===== src/rtl/display_pkg.sv =====
// display_pkg: shared segment glyph constants and scan state type for the 7-segment scanner
package display_pkg;
   localparam logic [6:0] SEG_BLANK = 7'h7F;
   localparam logic [6:0] SEG_0 = 7'b0000001;
   localparam logic [6:0] SEG_1 = 7'b1001111;
   localparam logic [6:0] SEG_2 = 7'b0010010;
   localparam logic [6:0] SEG_3 = 7'b0000110;
   localparam logic [6:0] SEG_4 = 7'b1001100;
   localparam logic [6:0] SEG_5 = 7'b0100100;
   localparam logic [6:0] SEG_6 = 7'b0100000;
   localparam logic [6:0] SEG_7 = 7'b0001111;
   localparam logic [6:0] SEG_8 = 7'b0000000;
   localparam logic [6:0] SEG_9 = 7'b0000100;
   localparam logic [6:0] SEG_A = 7'b0001000;
   localparam logic [6:0] SEG_B = 7'b1100000;
   localparam logic [6:0] SEG_C = 7'b0110001;
   localparam logic [6:0] SEG_D = 7'b1000010;
   localparam logic [6:0] SEG_E = 7'b0110000;
   localparam logic [6:0] SEG_F = 7'b0111000;
   typedef enum logic {BLANK, SHOW} scan_state_t;
endpackage


===== src/rtl/seg_decoder.sv =====
// seg_decoder: nibble -> active-low {a..g} segment pattern
//   nibble in 4, seg_n out 7 (bit6 = a)
//   HEX_DIGITS_EN defined: 10..15 show A,b,C,d,E,F; otherwise they show blank
module seg_decoder
   import display_pkg::*;
(
   input  logic [3:0] nibble,
   output logic [6:0] seg_n
);
   always_comb
      case (nibble)
         4'h0: seg_n = SEG_0;
         4'h1: seg_n = SEG_1;
         4'h2: seg_n = SEG_2;
         4'h3: seg_n = SEG_3;
         4'h4: seg_n = SEG_4;
         4'h5: seg_n = SEG_5;
         4'h6: seg_n = SEG_6;
         4'h7: seg_n = SEG_7;
         4'h8: seg_n = SEG_8;
         4'h9: seg_n = SEG_9;
`ifdef HEX_DIGITS_EN
         4'hA: seg_n = SEG_A;
         4'hB: seg_n = SEG_B;
         4'hC: seg_n = SEG_C;
         4'hD: seg_n = SEG_D;
         4'hE: seg_n = SEG_E;
         4'hF: seg_n = SEG_F;
`else
         4'hA, 4'hB, 4'hC, 4'hD, 4'hE, 4'hF: seg_n = SEG_BLANK;
`endif
      endcase
endmodule


===== src/rtl/seven_seg_scanner.sv =====
// seven_seg_scanner: time-multiplexed common-anode 7-segment driver with anti-ghost blanking
//   clock/reset      rising-edge clock, synchronous active-high reset
//   load, value_in   capture packed nibbles (nibble 0 = rightmost digit) into the shadow register
//   lzb              leading-zero blanking enable
//   seg_n, an_n      active-low segments {a..g} and digit anodes, registered
//   frame_start      one-cycle pulse with the first output cycle of the digit-0 slot
//   HEX_DIGITS_EN    selects A..F glyphs inside seg_decoder
module seven_seg_scanner
   import display_pkg::*;
#(
   parameter int NUM_DIGITS   = 4,
   parameter int REFRESH_DIV  = 50000,
   parameter int BLANK_CYCLES = 500
) (
   input  logic                    clock,
   input  logic                    reset,
   input  logic                    load,
   input  logic [4*NUM_DIGITS-1:0] value_in,
   input  logic                    lzb,
   output logic [6:0]              seg_n,
   output logic [NUM_DIGITS-1:0]   an_n,
   output logic                    frame_start
);
   localparam int PW = REFRESH_DIV > 1 ? $clog2(REFRESH_DIV) : 1;
   localparam int DW = NUM_DIGITS > 1 ? $clog2(NUM_DIGITS) : 1;
   localparam logic [PW-1:0] P_LAST  = PW'(REFRESH_DIV - 1);
   localparam logic [PW-1:0] P_BLANK = PW'(BLANK_CYCLES);
   localparam logic [DW-1:0] D_LAST  = DW'(NUM_DIGITS - 1);
   logic [PW-1:0]           presc, presc_nxt;
   logic [DW-1:0]           digit_idx, digit_nxt;
   logic [4*NUM_DIGITS-1:0] shadow;
   scan_state_t             state, state_nxt;
   logic [NUM_DIGITS-1:0]   lead_zero, an_d;
   logic [3:0]              nibble;
   logic [6:0]              glyph, seg_d;
   logic                    wrap, blank_digit;
   always_ff @(posedge clock)
      if (reset) begin
         presc     <= '0;
         digit_idx <= '0;
         state     <= BLANK;
      end else begin
         presc     <= presc_nxt;
         digit_idx <= digit_nxt;
         state     <= state_nxt;
      end
   // state follows the upcoming presc so the BLANK/SHOW phase lines up with the slot counter
   always_comb begin
      wrap      = presc == P_LAST;
      presc_nxt = wrap ? '0 : presc + 1'b1;
      digit_nxt = wrap ? (digit_idx == D_LAST ? '0 : digit_idx + 1'b1) : digit_idx;
      state_nxt = presc_nxt < P_BLANK ? BLANK : SHOW;
   end
   always_ff @(posedge clock)
      if (reset) shadow <= '0;
      else if (load) shadow <= value_in;
   // lead_zero[k]: every nibble from k up to the most significant one is zero
   always_comb begin
      lead_zero = '0;
      for (int k = 0; k < NUM_DIGITS; k++) lead_zero[k] = (shadow >> (4 * k)) == '0;
   end
   assign nibble = shadow[{digit_idx, 2'b00} +: 4];
   seg_decoder u_dec (
      .nibble (nibble),
      .seg_n  (glyph)
   );
   always_comb begin
      blank_digit = lzb && digit_idx != '0 && lead_zero[digit_idx];
      seg_d       = state == SHOW && !blank_digit ? glyph : SEG_BLANK;
      an_d        = state == SHOW ? ~(NUM_DIGITS'(1) << digit_idx) : '1;
   end
   always_ff @(posedge clock)
      if (reset) begin
         seg_n       <= SEG_BLANK;
         an_n        <= '1;
         frame_start <= 1'b0;
      end else begin
         seg_n       <= seg_d;
         an_n        <= an_d;
         frame_start <= presc == '0 && digit_idx == '0;
      end
endmodule


===== config.mk =====
export PLATFORM = sky130hd
export DESIGN_NAME = seven_seg_scanner
export DESIGN_NICKNAME = d
export VERILOG_FILES = /design/src/rtl/display_pkg.sv /design/src/rtl/seg_decoder.sv /design/src/rtl/seven_seg_scanner.sv
export SDC_FILE = /design/constraint.sdc
export NUM_CORES = 1
export LEC_CHECK = 0
export CORE_AREA = 2 2 61 106
export DETAILED_ROUTE_END_ITERATION = 10
export DIE_AREA = 0 0 63 108
export DONT_BUFFER_PORTS = 1
export PLACE_DENSITY = 0.6
export SYNTH_ARGS = -nofsm -noshare
export SYNTH_HDL_FRONTEND = slang
export SYNTH_SLANG_ARGS = --single-unit

===== constraint.sdc =====
create_clock -name clock -period 2.1 [get_ports clock]
set_input_delay 0 -clock clock [delete_from_list [all_inputs] [get_ports clock]]
set_output_delay 0 -clock clock [all_outputs]
set_load 0.05 [all_outputs]

* Word level (Yosys, flattened, before mapping) *
Memory sizes are Yosys's and may differ from the RTL's. A register that Yosys moved wholly into a read port is not among the register bits.
Cells that the tools add are included.

storage, ports and cells
  bits in read-only memories = 112
  output and inout port bits = 12
  flip-flop bits (word level) = 40
  memories kept = 1
  bits of input ports = 20

memory list
  name              words  width  read ports  clocked after Yosys merged registers in  wr ports  RTL line           RTL
  (name not given)  16     7      1           1                                        0         seg_decoder.sv:11  case (nibble)

operators by class
  equality and inequality tests = 2
  multiplexer cells = 5
  $lt $le $gt $ge = 2
  bitwise operators = 3
  add/sub/neg operators = 2
  reduce and logical (&&, ||, !) cells = 14
  shifts and indexed selects = 2

operator list
  kind                                                  count
  zero test 16 bit                                      5
  adder 16 x 1 -> 16 bit (second input constant)        1
  == test 16 bit (second input constant)                1
  < comparator 16 x 9 -> 1 bit (second input constant)  1
  two-way mux 16 bit                                    1
  variable part select 16 x 5 -> 4 bit                  1
  logical AND 1 bit                                     4
  inverter 4 bit                                        1
  OR reduction 2 bit                                    2
  << shifter 1 x 2 -> 4 bit (first input constant)      1
  < comparator 2 x 3 -> 1 bit (second input constant)   1
  adder 2 x 1 -> 2 bit (second input constant)          1
  binary-select mux 1 bit (select 2 bit)                1
  == test 2 bit (second input constant)                 1
  zero test 2 bit                                       1
  two-way mux 1 bit                                     2
  two-way mux 2 bit                                     1
  inverter 1 bit                                        2
  nonzero test 2 bit                                    1
  zero test 1 bit                                       1

* Longest topological paths before layout *
  word-level depth = 8
  mapped depth = 7
  gate-level depth less buffers = 6

* By module *
Synthesis repeated with hierarchy kept, for this count alone.

second synthesis, totals
  cells, all modules = 270
  area, all modules = 2459.9 µm²

modules (own cells, without submodules)
  module             area an instance (µm²)  sequential area each (µm²)  cells each  times used
  seven_seg_scanner  2249.7                  940.9                       237         1
  seg_decoder        210.2                   0.0                         33          1

* Worst setup path after synthesis *
No wires, ideal clock.

  path type = register to register
  from = register presc[0]
  to = register state
  buffers on the path = 0
  slack = 0.318 ns
  clock period less this slack = 1.782 ns
  arrival time = 1.704 ns
  cell stages (with the launch flop) = 7
  setup time = 0.079 ns
  cells stage by stage = dfxtp_1 ha_1 nand2_1 or4_1 nand4_1 and4bb_1 o221ai_2

on the way
  word-level cells in the longest chain between the ends = 4
  elaborated cells between the ends (all ways) = 5
  classes of those cells = add/sub: 1; order compare: 1; eq/ne: 1; mux: 2

ends and longest elaborated chain
  what                                                      RTL line                                          RTL
  start: declaration                                        seven_seg_scanner.sv:29                           logic [PW-1:0] presc, presc_nxt;
  start signal: assignment                                  seven_seg_scanner.sv:43                           presc <= presc_nxt;
  adder 16 x 1 -> 16 bit or == test 16 bit (tied branches)  seven_seg_scanner.sv:50, seven_seg_scanner.sv:49
  two-way mux 16 bit (*)                                    seven_seg_scanner.sv:50                           presc_nxt = wrap ? '0 : presc + 1'b1;
  < comparator 16 x 9 -> 1 bit (*)                          seven_seg_scanner.sv:52                           state_nxt = presc_nxt < P_BLANK ? BLANK : SHOW;
  two-way mux 1 bit (*)                                     seven_seg_scanner.sv:52
  end signal: assignment                                    seven_seg_scanner.sv:45                           state <= state_nxt;
  end: declaration                                          seven_seg_scanner.sv:32                           scan_state_t state, state_nxt;

Every way passes the cells marked *; elsewhere a longest branch is shown, timed or not.
A chain may end at the register's enable or synchronous reset.

* Worst setup path after layout *
Ends and elaborated chain as after synthesis.

==> flow_summary.ini <==
[status]
outcome = completed

[final_layout]
drive_gt1_frac = 0.1051
final_nets = 307
fillers = 559
syn2layout_area_growth_pct = 23.54
n_antenna_cell = 0
final_core_utilization = 0.4848

[sta]
fin_hold_ws_ns = 0.04932
headroom_to_the_max_slew_limit = 0.3795
max_freq_ghz = 0.4982
fin_worst_skew_ns = 0.01059
finalCritPeriodShare = 0.9557
tightest_slew_ns = 0.9277
timing_max_transition_violations_final = 0
setup_viol = 0
timing.final.crit_period_ns = 2.007
final-hold-violation-count = 0

[synthesis]
synth.most_common_cell = sky130_fd_sc_hd__dfxtp_1
ys_ff_latch = 47
sequential_cell_area_fraction_in_the_yosys_report = 0.4078
postSynthAreaPerCell_um2 = 9.534
synthFlopType = sky130_fd_sc_hd__dfxtp_1
synth_nets = 274
ys_async_sr_fraction = 0
ys_warn_count = 0
synth.lib_cells_used.distinct = 47
ys_top_cells_by_count = sky130_fd_sc_hd__dfxtp_1 (47), sky130_fd_sc_hd__nor2_1 (38), sky130_fd_sc_hd__mux2i_1 (19), sky130_fd_sc_hd__nand2_1 (17), sky130_fd_sc_hd__ha_1 (12)
synthDominantCellAreaShare = 0.4078
synth_edf_count = 0
synth.cell_area_um2 = 2307
most_area_hungry_cell_type_in_the_yosys_netlist = sky130_fd_sc_hd__dfxtp_1
synth_cells = 242
largest_cells_by_area_after_synthesis = sky130_fd_sc_hd__dfxtp_1 (41%), sky130_fd_sc_hd__mux2i_1 (8.2%), sky130_fd_sc_hd__ha_1 (6.5%)

[worst_hold_path]
hold_path_depth = 4
hp-class = in -> reg
hold_path_startpoint = lzb
hold_end = seg_n[2]

[clock_tree]
tritoncts_num_sinks = 47
cts-buffers-inserted = 5
cts_root_buf = sky130_fd_sc_hd__clkbuf_8
tritoncts = yes
clock_path_buffers = 2
cts.reportedPaths.clkPinSlew_ns = 0.09
htree_num_levels = 2
clock_insertion_delay_worst_skew_ns = 0.31
postCtsSetupBuffers = 0

[place]
portbufs = 0
place.detailed.hpwl_mm = 3.606
globalplace.congestion = 0.7465

[pwr]
report.power.total_mw = 1.919
leakage_nw = 1.053
total_power_divided_by_cell_area_nw_per_um2 = 673.1
ir_worst_vdd_mv = 0.5418

[route]
antenna_nets_post_route = 0
number_of_iterations_in_the_first_detailed_routing_pass = 4
wl_per_cell_um = 14.68
vias = 1818
detail_route.drc_violations = 0
routed_via_density = 5.136
postRouteWirelength_mm = 5.195
initialDrtViolationCount = 78

[floorplanning]
die-area_um2 = 6804
floorplan.initialDensity = 0.3924
core_um2 = 5879
pin_count = 32
die-width_um = 63
die_y_um = 108
row_count = 37

[worst_setup_path]
crit_fanout = 6
setup.reg_to_reg.worst_slack_ns = 0.09
critical_path.endpoint_type = flop
timing_worst_setup_path_type = reg -> reg
r2r_end = state
cp-start-kind = flop
critPathRequiredTime_ns = 2.33
r2r_start = presc[0]
critical_path_arrival_ns = 2.24
worst-r2r-cell-count = 6

[global_routing]
largest_net_degree_at_the_start_of_global_routing = 25
antenna_found_initial = 0
global_route.overflow_total = 0
grt_pass1_wl_mm = 8.680
number_of_global_route_vias_before_repair = 1875
grt_usage = 0.1657

[run]
maxCapViolations = 0
## state kept, by name (all words and copies together), names as in the netlist
name         flops
an_n             4
digit_idx        2
frame_start      1
presc           16
seg_n            7
shadow          16
state            1
## final cells by class
class / instances / area (µm²) / share of cell area
multi-input cells: 172 / 1269 / 0.4451
flip-flops and latches: 47 / 940.9 / 0.3301
repair buffers: 38 / 365.4 / 0.1282
well taps: 78 / 97.59 / 0.03424
clock buffers: 5 / 68.82 / 0.02414
clock inverters: 3 / 67.56 / 0.02371
inverters: 11 / 41.29 / 0.01449
## how the worst max path moves through the flow
stage / depth (start not counted) / startpoint / to / slack [ns]
5_1_grt: 6 / presc[0] / state / -0.01
3_5_place_dp: 6 / presc[0] / state / 0.16
4_1_cts: 6 / presc[0] / state / 0.13
3_3_place_gp: 5 / presc[10] / state / 0.21
6_report: 6 / presc[0] / state / 0.09
2_1_floorplan: 6 / presc[0] / state / 0.32
## where the power goes
group	total [mW]	internal [mW]	switching, mW
clock	0.790	0.475	0.315
combinational	0.181	0.104	0.0764
sequential	0.948	0.916	0.0321
## routing by layer
layer  global-route usage  vias to the layer above  wire, µm  part of all wire
met5                    0                        -         0                 0
met3              0.03434                       15       150             0.029
met1               0.1572                      866      1888              0.36
met2               0.3214                       36      2973              0.57
li1                     -                      901         -                 -
met4              0.09524                        0       182             0.035
## worst max-delay path: stages, from the launching register on
cell and delay (ns):
sky130_fd_sc_hd__dfxtp_1 0.43, sky130_fd_sc_hd__ha_1 0.24, sky130_fd_sc_hd__nand2_1 0.17, sky130_fd_sc_hd__or4_1 0.57
sky130_fd_sc_hd__nand4_1 0.11, sky130_fd_sc_hd__and4bb_1 0.23, sky130_fd_sc_hd__o221ai_2 0.16
## metrics by stage
| step | instances | setup slack [ns] | setup TNS, ns | cell area [µm²] |
|---|---|---|---|---|
| detailed placement | 314 | 0.1595 | 0 | 2387 |
| finish | 354 | 0.09296 | 0 | 2850 |
| global route | 354 | -0.01422 | -0.01422 | 2850 |
| CTS | 354 | 0.1255 | 0 | 2844 |
| floorplan | 242 | 0.3175 | 0 | 2307 |
| global placement | 314 | 0.2133 | 0 | 2387 |
## logic make-up after synthesis
logic type | synth area share
AOI/OAI and AO/OA | 0.07267
xor gates and xnor gates | 0.04935
adders and majority gates | 0.06507
buffers and inverters | 0.04501
DFF | 0.4078
muxes | 0.1215
and+or+nand+nor | 0.2386
## cells in the final DEF, fill, tap and decap left out, types with 2 or more instances in the layout
master	instances
sky130_fd_sc_hd__nand3_1	6
sky130_fd_sc_hd__buf_4	6
sky130_fd_sc_hd__nor3_1	2
sky130_fd_sc_hd__mux2i_1	19
sky130_fd_sc_hd__nand3b_1	3
sky130_fd_sc_hd__inv_1	11
sky130_fd_sc_hd__nor2b_1	3
sky130_fd_sc_hd__mux4_2	4
sky130_fd_sc_hd__nor2_1	38
sky130_fd_sc_hd__or4_1	3
sky130_fd_sc_hd__ha_1	12
sky130_fd_sc_hd__dlygate4sd3_1	32
sky130_fd_sc_hd__dfxtp_1	47
sky130_fd_sc_hd__nor4_2	2
sky130_fd_sc_hd__nor4_1	6
sky130_fd_sc_hd__bufinv_16	2
sky130_fd_sc_hd__nand2_1	17
sky130_fd_sc_hd__a21oi_1	8
sky130_fd_sc_hd__nand2b_1	2
sky130_fd_sc_hd__xor2_1	3
sky130_fd_sc_hd__o21a_1	2
sky130_fd_sc_hd__clkbuf_8	5
sky130_fd_sc_hd__xnor2_1	10
sky130_fd_sc_hd__o21ai_1	6
sky130_fd_sc_hd__nand4_1	3
sky130_fd_sc_hd__o31ai_1	2
## timing repair
| item | in CTS | in global routing |
|---|---|---|
| endpoints found under the hold margin | 40 | 0 |
| resized for setup | 0 | 1 |
| hold buffers | 32 | 0 |
| setup endpoints to repair | 0 | 1 |
(Power assumes the default switching activity.)
